<file path="src/rtl/dm_cache_if.sv">
// CPU load/store port and line-wide memory port of dm_cache, plus its hit/miss counters.
interface dm_cache_if #(
   parameter int unsigned LINE_W = 128
);
   logic              cpu_r;
   logic              cpu_w;
   logic [31:0]       cpu_addr;
   logic [31:0]       cpu_wdata;
   logic [31:0]       cpu_rdata;
   logic              cpu_stall;
   logic              mem_r;
   logic              mem_w;
   logic [31:0]       mem_addr;
   logic [LINE_W-1:0] mem_w_data;
   logic [LINE_W-1:0] mem_r_data;
   logic              mem_ready;
   logic [31:0]       hit_cnt;
   logic [31:0]       miss_cnt;

   modport slave (
      input  cpu_r, cpu_w, cpu_addr, cpu_wdata, mem_r_data, mem_ready,
      output cpu_rdata, cpu_stall, mem_r, mem_w, mem_addr, mem_w_data, hit_cnt, miss_cnt
   );

   modport master (
      output cpu_r, cpu_w, cpu_addr, cpu_wdata, mem_r_data, mem_ready,
      input  cpu_rdata, cpu_stall, mem_r, mem_w, mem_addr, mem_w_data, hit_cnt, miss_cnt
   );
endinterface

</file>
<file path="src/rtl/dm_cache.sv">
// Direct-mapped, write-back, write-allocate data cache; stalls the CPU on a miss,
// writes back a dirty victim, refills the line, then retries the access as a hit.
module dm_cache #(
   parameter int unsigned INDEX_WIDTH       = 3,
   parameter int unsigned LINE_OFFSET_WIDTH = 2,
   parameter int unsigned SPACE_OFFSET      = 2
) (
   input logic       clk,
   input logic       rstn,
   dm_cache_if.slave bus
);
   localparam int unsigned LINES  = 1 << INDEX_WIDTH;
   localparam int unsigned WORDS  = 1 << LINE_OFFSET_WIDTH;
   localparam int unsigned LINE_W = 32 * WORDS;
   localparam int unsigned LOW_W  = LINE_OFFSET_WIDTH + SPACE_OFFSET;
   localparam int unsigned TAG_W  = 32 - INDEX_WIDTH - LOW_W;

   typedef enum logic [1:0] {IDLE, WRITEBACK, GAP, REFILL} state_t;

   state_t                         r_state;
   logic [LINES-1:0]               r_valid;
   logic [LINES-1:0]               r_dirty;
   logic [TAG_W-1:0]               r_tag  [LINES];
   logic [LINE_W-1:0]              r_data [LINES];
   logic [TAG_W+INDEX_WIDTH-1:0]   r_line;
   logic                           r_mem_r;
   logic                           r_mem_w;
   logic [31:0]                    r_mem_addr;
   logic [LINE_W-1:0]              r_mem_w_data;
   logic [31:0]                    r_hit_cnt;
   logic [31:0]                    r_miss_cnt;

   logic [LINE_OFFSET_WIDTH-1:0]   w_offset;
   logic [INDEX_WIDTH-1:0]         w_index;
   logic [TAG_W-1:0]               w_tag;
   logic [INDEX_WIDTH-1:0]         w_fill_idx;
   logic [TAG_W-1:0]               w_fill_tag;
   logic                           w_req;
   logic                           w_hit;
   logic                           w_stall;
   logic                           w_wr_hit;
   logic [31:0]                    w_word;
   logic                           w_unused;

   assign w_offset   = bus.cpu_addr[SPACE_OFFSET +: LINE_OFFSET_WIDTH];
   assign w_index    = bus.cpu_addr[LOW_W +: INDEX_WIDTH];
   assign w_tag      = bus.cpu_addr[31 -: TAG_W];
   assign w_fill_idx = r_line[INDEX_WIDTH-1:0];
   assign w_fill_tag = r_line[INDEX_WIDTH +: TAG_W];
   assign w_unused   = ^bus.cpu_addr[SPACE_OFFSET-1:0];

   assign w_req    = bus.cpu_r | bus.cpu_w;
   assign w_hit    = r_valid[w_index] && (r_tag[w_index] == w_tag);
   assign w_stall  = (r_state != IDLE) || (w_req && !w_hit);
   assign w_wr_hit = (r_state == IDLE) && bus.cpu_w && w_hit;
   assign w_word   = r_data[w_index][32*w_offset +: 32];

   // Gated by rstn so the CPU side goes quiet the moment reset is asserted.
   assign bus.cpu_stall  = rstn && w_stall;
   assign bus.cpu_rdata  = (rstn && bus.cpu_r && !w_stall) ? w_word : '0;
   assign bus.mem_r      = r_mem_r;
   assign bus.mem_w      = r_mem_w;
   assign bus.mem_addr   = r_mem_addr;
   assign bus.mem_w_data = r_mem_w_data;
   assign bus.hit_cnt    = r_hit_cnt;
   assign bus.miss_cnt   = r_miss_cnt;

   always_ff @(posedge clk or negedge rstn) begin
      if (!rstn) begin
         r_state      <= IDLE;
         r_valid      <= '0;
         r_dirty      <= '0;
         r_line       <= '0;
         r_mem_r      <= 1'b0;
         r_mem_w      <= 1'b0;
         r_mem_addr   <= '0;
         r_mem_w_data <= '0;
         r_hit_cnt    <= '0;
         r_miss_cnt   <= '0;
      end else begin
         case (r_state)
            IDLE: begin
               if (w_req && w_hit) begin
                  r_hit_cnt <= r_hit_cnt + 32'd1;
                  if (bus.cpu_w) r_dirty[w_index] <= 1'b1;
               end else if (w_req) begin
                  r_miss_cnt <= r_miss_cnt + 32'd1;
                  r_line     <= {w_tag, w_index};
                  if (r_valid[w_index] && r_dirty[w_index]) begin
                     r_state      <= WRITEBACK;
                     r_mem_w      <= 1'b1;
                     r_mem_addr   <= {r_tag[w_index], w_index, {LOW_W{1'b0}}};
                     r_mem_w_data <= r_data[w_index];
                  end else begin
                     r_state    <= REFILL;
                     r_mem_r    <= 1'b1;
                     r_mem_addr <= {w_tag, w_index, {LOW_W{1'b0}}};
                  end
               end
            end
            WRITEBACK: begin
               if (bus.mem_ready) begin
                  r_state      <= GAP;
                  r_mem_w      <= 1'b0;
                  r_mem_addr   <= '0;
                  r_mem_w_data <= '0;
               end
            end
            GAP: begin
               r_state    <= REFILL;
               r_mem_r    <= 1'b1;
               r_mem_addr <= {r_line, {LOW_W{1'b0}}};
            end
            REFILL: begin
               if (bus.mem_ready) begin
                  r_state             <= IDLE;
                  r_mem_r             <= 1'b0;
                  r_mem_addr          <= '0;
                  r_valid[w_fill_idx] <= 1'b1;
                  r_dirty[w_fill_idx] <= 1'b0;
               end
            end
            default: r_state <= IDLE;
         endcase
      end
   end

   // Tag/data arrays carry no reset; valid bits alone decide residency.
   always_ff @(posedge clk) begin
      if (r_state == REFILL && bus.mem_ready) begin
         r_data[w_fill_idx] <= bus.mem_r_data;
         r_tag[w_fill_idx]  <= w_fill_tag;
      end else if (w_wr_hit) begin
         r_data[w_index][32*w_offset +: 32] <= bus.cpu_wdata;
      end
   end
endmodule
</file>
<file path="src/flat_wrapper.sv">
// flat-port wrapper written by rule: the top's interface ports become plain ports
module dm_cache_flat 
#(
   parameter int unsigned INDEX_WIDTH       = 3,
   parameter int unsigned LINE_OFFSET_WIDTH = 2,
   parameter int unsigned SPACE_OFFSET      = 2
)
  (clk, rstn, bus_cpu_r, bus_cpu_w, bus_cpu_addr, bus_cpu_wdata, bus_mem_r_data, bus_mem_ready, bus_cpu_rdata, bus_cpu_stall, bus_mem_r, bus_mem_w, bus_mem_addr, bus_mem_w_data, bus_hit_cnt, bus_miss_cnt);
  dm_cache_if bus_i ();
  input logic clk;
  input logic rstn;
  input wire logic [$bits(bus_i.cpu_r)-1:0] bus_cpu_r;
  input wire logic [$bits(bus_i.cpu_w)-1:0] bus_cpu_w;
  input wire logic [$bits(bus_i.cpu_addr)-1:0] bus_cpu_addr;
  input wire logic [$bits(bus_i.cpu_wdata)-1:0] bus_cpu_wdata;
  input wire logic [$bits(bus_i.mem_r_data)-1:0] bus_mem_r_data;
  input wire logic [$bits(bus_i.mem_ready)-1:0] bus_mem_ready;
  output wire logic [$bits(bus_i.cpu_rdata)-1:0] bus_cpu_rdata;
  output wire logic [$bits(bus_i.cpu_stall)-1:0] bus_cpu_stall;
  output wire logic [$bits(bus_i.mem_r)-1:0] bus_mem_r;
  output wire logic [$bits(bus_i.mem_w)-1:0] bus_mem_w;
  output wire logic [$bits(bus_i.mem_addr)-1:0] bus_mem_addr;
  output wire logic [$bits(bus_i.mem_w_data)-1:0] bus_mem_w_data;
  output wire logic [$bits(bus_i.hit_cnt)-1:0] bus_hit_cnt;
  output wire logic [$bits(bus_i.miss_cnt)-1:0] bus_miss_cnt;
  assign bus_i.cpu_r = bus_cpu_r;
  assign bus_i.cpu_w = bus_cpu_w;
  assign bus_i.cpu_addr = bus_cpu_addr;
  assign bus_i.cpu_wdata = bus_cpu_wdata;
  assign bus_i.mem_r_data = bus_mem_r_data;
  assign bus_i.mem_ready = bus_mem_ready;
  assign bus_cpu_rdata = bus_i.cpu_rdata;
  assign bus_cpu_stall = bus_i.cpu_stall;
  assign bus_mem_r = bus_i.mem_r;
  assign bus_mem_w = bus_i.mem_w;
  assign bus_mem_addr = bus_i.mem_addr;
  assign bus_mem_w_data = bus_i.mem_w_data;
  assign bus_hit_cnt = bus_i.hit_cnt;
  assign bus_miss_cnt = bus_i.miss_cnt;
  dm_cache #(.INDEX_WIDTH(INDEX_WIDTH), .LINE_OFFSET_WIDTH(LINE_OFFSET_WIDTH), .SPACE_OFFSET(SPACE_OFFSET)) u_core (.clk(clk), .rstn(rstn), .bus(bus_i));
endmodule
</file>
<file path="config.mk">
export PLATFORM = sky130hd
export DESIGN_NAME = dm_cache_flat
export DESIGN_NICKNAME = d
export VERILOG_FILES = /design/src/rtl/dm_cache_if.sv /design/src/rtl/dm_cache.sv /design/src/flat_wrapper.sv
export SDC_FILE = /design/constraint.sdc
export NUM_CORES = 2
export LEC_CHECK = 0
export ABC_CLOCK_PERIOD_IN_PS = 8400
export BUFFER_PORTS_ARGS = -buffer_cell sky130_fd_sc_hd__buf_2
export CORE_AREA = 3 3 436 438
export CTS_BUF_LIST = sky130_fd_sc_hd__clkbuf_8 sky130_fd_sc_hd__clkbuf_16
export DETAILED_ROUTE_END_ITERATION = 8
export DIE_AREA = 0 0 439 441
export GPL_TIMING_DRIVEN = 1
export MAX_ROUTING_LAYER = met4
export PLACE_DENSITY = 0.58
export SYNTH_ARGS = -nofsm -noshare
export SYNTH_HDL_FRONTEND = slang
export SYNTH_SLANG_ARGS = --single-unit
</file>
<file path="constraint.sdc">
create_clock -name clk -period 8.4 [get_ports clk]
set_clock_uncertainty 0.1 [all_clocks]
set_input_delay 1.26 -clock clk [delete_from_list [all_inputs] [get_ports clk]]
set_output_delay 1.26 -clock clk [all_outputs]
set_load 0.02 [all_outputs]
</file>
==> run_results.csv <==
group,metric,value,unit
setup_path,reg2reg_from,"u_core.r_tag[4][3]",
setup_path,end_kind,"primary output",
global_routing,grt_start_max_net_pins,88,
flow_run,maxCapViolCount,0,
hold_path,hold_class,"input port to asynchronous set/reset pin",
setup_path,rr_worst_depth,10,
floorplan,core,0.187,mm^2
setup_path,startpoint_type,"input port",
cts,numCtsBuffers,153,
power_and_ir_drop,p_total,18000,uW
synth,synthArstFlopShare,18.0,%
timing,finalSetupViolations,0,
cts,htreeDepth,4,
global_routing,first_global_vias,35800,
cts,post-cts-setup-buffer-count,0,
route,wl,206000,um
finish,drive_above_1_share,23.5,%
finish,fillers,17600,
placed_design,dp_slack,1.21,ns
timing,worst_hold_slack,0.245,ns
synth,synthTopCellsByArea,"edfxtp_1 62%, dfrtp_1 11%, mux4_2 3.0%",
cts,ctsRootBufferMaster,"clkbuf_16",
setup_path,regToRegEndpoint,"u_core.r_data[2][115]",
timing,setup_slack,1.55,ns
status,outcome,"complete, no violations",
floorplan,die-area,0.194,mm^2
synth,avgSynthCellArea,15.6,um^2
synth,synth_area,0.0595,mm^2
cts,clock_sinks,1492,
synth,yosys.area.top_type,"edfxtp_1",
timing,fmax,146,MHz
global_routing,grt_pass1_wl,284000,um
timing,maxSlewViolCount,0,
power_and_ir_drop,p_leak,0.0253,uW
route,drt_iter0_markers,4201,
global_routing,grt_usage,21.3,%
route,drc,0,
timing,period_share,81.5,%
finish,area_growth,17.7,%
setup_path,criticalPathCategory,"input port to primary output",
synth,syn_inst,3819,
floorplan,row_count,159,
floorplan,start_util,31.8,%
cts,cts_resized,0,
power_and_ir_drop,cellPowerDensity,257,mW/mm^2
setup_path,cp.arrival,5.49,ns
synth,ys_seq_elements,1492,
synth,synth_cell_types,66,
synth,synth_ff_type,"edfxtp_1",
synth,ys_warn_count,0,
timing,rsz0062_at_grt,"false",
placed_design,gp_congestion,0.862,
route,first_pass_iters,6,
cts,cts_tree,"yes",
synth,netlist.area_leader.share,61.7,%
route,vias,37800,
timing,hold_viol_final,0,
route,ant_nets,0,
route,post_drt_wl_per_cell,29.8,um
placed_design,port_buffers,449,
timing,min_period,6.85,ns
cts,cts.hold.buffers_added,0,
global_routing,grt-ovfl-total,0,
finish,final_nets,4481,
floorplan,io_pins,456,
cts,clockBufferDepth,3,
timing,tightest_slew,1.41,ns
timing,maxSlewHeadroom,5.81,%
synth,synth_edf_count,1224,
floorplan,die_x,439,um
setup_path,ff2ff_setup_slack,2.96,ns
floorplan,die_h,441,um
timing,totalNegativeSetupSlack,0,ns
cts,clkTransAtPathRegs,0.06,ns
setup_path,cp_max_fo,35,
synth,seq_area_frac_synth,73.0,%
route,avgViaCountPerCell,5.48,
cts,clk_latency,0.79,ns
placed_design,dp_hpwl,133000,um
global_routing,antenna_found_initial,37,
power_and_ir_drop,peakVddDrop,0.185,mV
setup_path,worstPathRequired,7.04,ns
cell type report:
type	count	area, um^2	area share, %
Sequential cell	1492	43500	62.0
Inverter	31	116	0.166
Multi-Input combinational cell	2036	15300	21.9
Timing Repair Buffer	559	3200	4.57
Antenna cell	16	40.0	0.0571
Tap cell	2495	3120	4.45
Clock inverter	107	768	1.10
Clock buffer	169	4050	5.78
state kept, by name, summed over array words and instances, names as in the netlist:
signal	count
u_core.r_data	1024
u_core.r_tag	200
u_core.bus.mem_w_data	128
u_core.bus.hit_cnt	32
u_core.bus.miss_cnt	32
u_core.bus.mem_addr	28
u_core.r_line	28
u_core.r_dirty	8
u_core.r_valid	8
u_core.r_state	2
u_core.bus.mem_r	1
u_core.bus.mem_w	1
power by group:
group	internal (uW)	switching [uW]
Sequential	8730	327
Combinational	721	1720
Clock	3610	2920
kinds of logic (layout without fill, tap and decap cells):
kind of cell | count (synthesis) | after routing | share of synthesized area (%)
flops | 1492 | 1492 | 73.0
compound gates | 864 | 864 | 10.6
simple gates | 783 | 783 | 6.06
mux | 296 | 296 | 6.90
buf+inv | 294 | 866 | 2.04
xor+xnor | 78 | 78 | 1.15
fa+ha+maj | 11 | 11 | 0.231
other cells | 1 | 20 | 0.00630
synth_stat cells, types with 78 or more instances:
master and number:
mux2_2 87, mux4_2 80, edfxtp_1 1224, a221oi_1 95
clkbuf_1 172, o2bb2ai_1 107, a22o_1 147, mux2i_1 124
o21ai_1 120, a22oi_1 193, a21oi_1 78, nand2_1 345
nor2_1 174, dfrtp_1 268
metal layers:
metal | track usage (%) | wire length (um) | vias to the layer above
li1 | - | - | 15900
met1 | 26.4 | 79100 | 19500
met2 | 33.1 | 97500 | 2042
met3 | 3.80 | 16900 | 391
met4 | 11.7 | 12600 | 0
met5 | - | 0 | -
metrics by stage:
stage               std cells  cell area (um^2)  util, %
global placement         6613             65200     34.9
CTS                      6889             70000     37.5
detailed placement       6613             65200     34.9
floorplan                3822             59600        -
finish                   6905             70100     37.5
global route             6902             70100     37.5
worst max path at each step:
stage / end / slack [ns] / startpoint
after floorplan: u_core.r_data[5][0] / 2.30 / bus_cpu_addr[6]
after global placement: u_core.r_data[2][100] / 1.21 / bus_cpu_addr[5]
after detailed placement: u_core.r_data[2][100] / 1.21 / bus_cpu_addr[5]
after CTS: bus_cpu_stall / 1.53 / bus_cpu_addr[5]
after global routing: bus_cpu_rdata[16] / 1.28 / bus_cpu_addr[5]
final: bus_cpu_rdata[11] / 1.55 / bus_cpu_addr[5]
worst max-delay path: stages:
cell and delay (ns):
buf_6 0.36, buf_4 0.43, nand2_1 0.41, o22ai_1 0.41
nor3_1 0.11, nand2b_1 0.16, nor4_1 0.32, nand4_1 0.23
nor4_1 0.68, nand4_1 0.38, buf_4 0.34, nor2_1 0.15
buf_2 0.18
placed cells by master, fill, tap and decap left out, drive strengths merged, types with 10 or more instances in the layout:
cell	Yosys	final
a221oi	95	95
diode	0	16
clkbuf	172	170
a21oi	78	78
nand4	16	16
nor2b	13	13
xor2	59	59
mux2	89	89
xnor2	19	19
edfxtp	1224	1224
o21ai	179	179
nor4	23	23
nor3	30	30
o2bb2ai	107	107
and3	76	76
ha	11	11
nand2	345	345
or2	18	18
clkinv	1	59
o22ai	10	10
a22oi	193	193
nand3	23	23
nor2	174	174
a221o	15	15
a22o	147	147
nand2b	18	18
buf	91	558
mux4	80	80
a211oi	11	11
dfrtp	268	268
inv	30	74
mux2i	127	127
No activity file was read; power rests on OpenSTA's default activity.
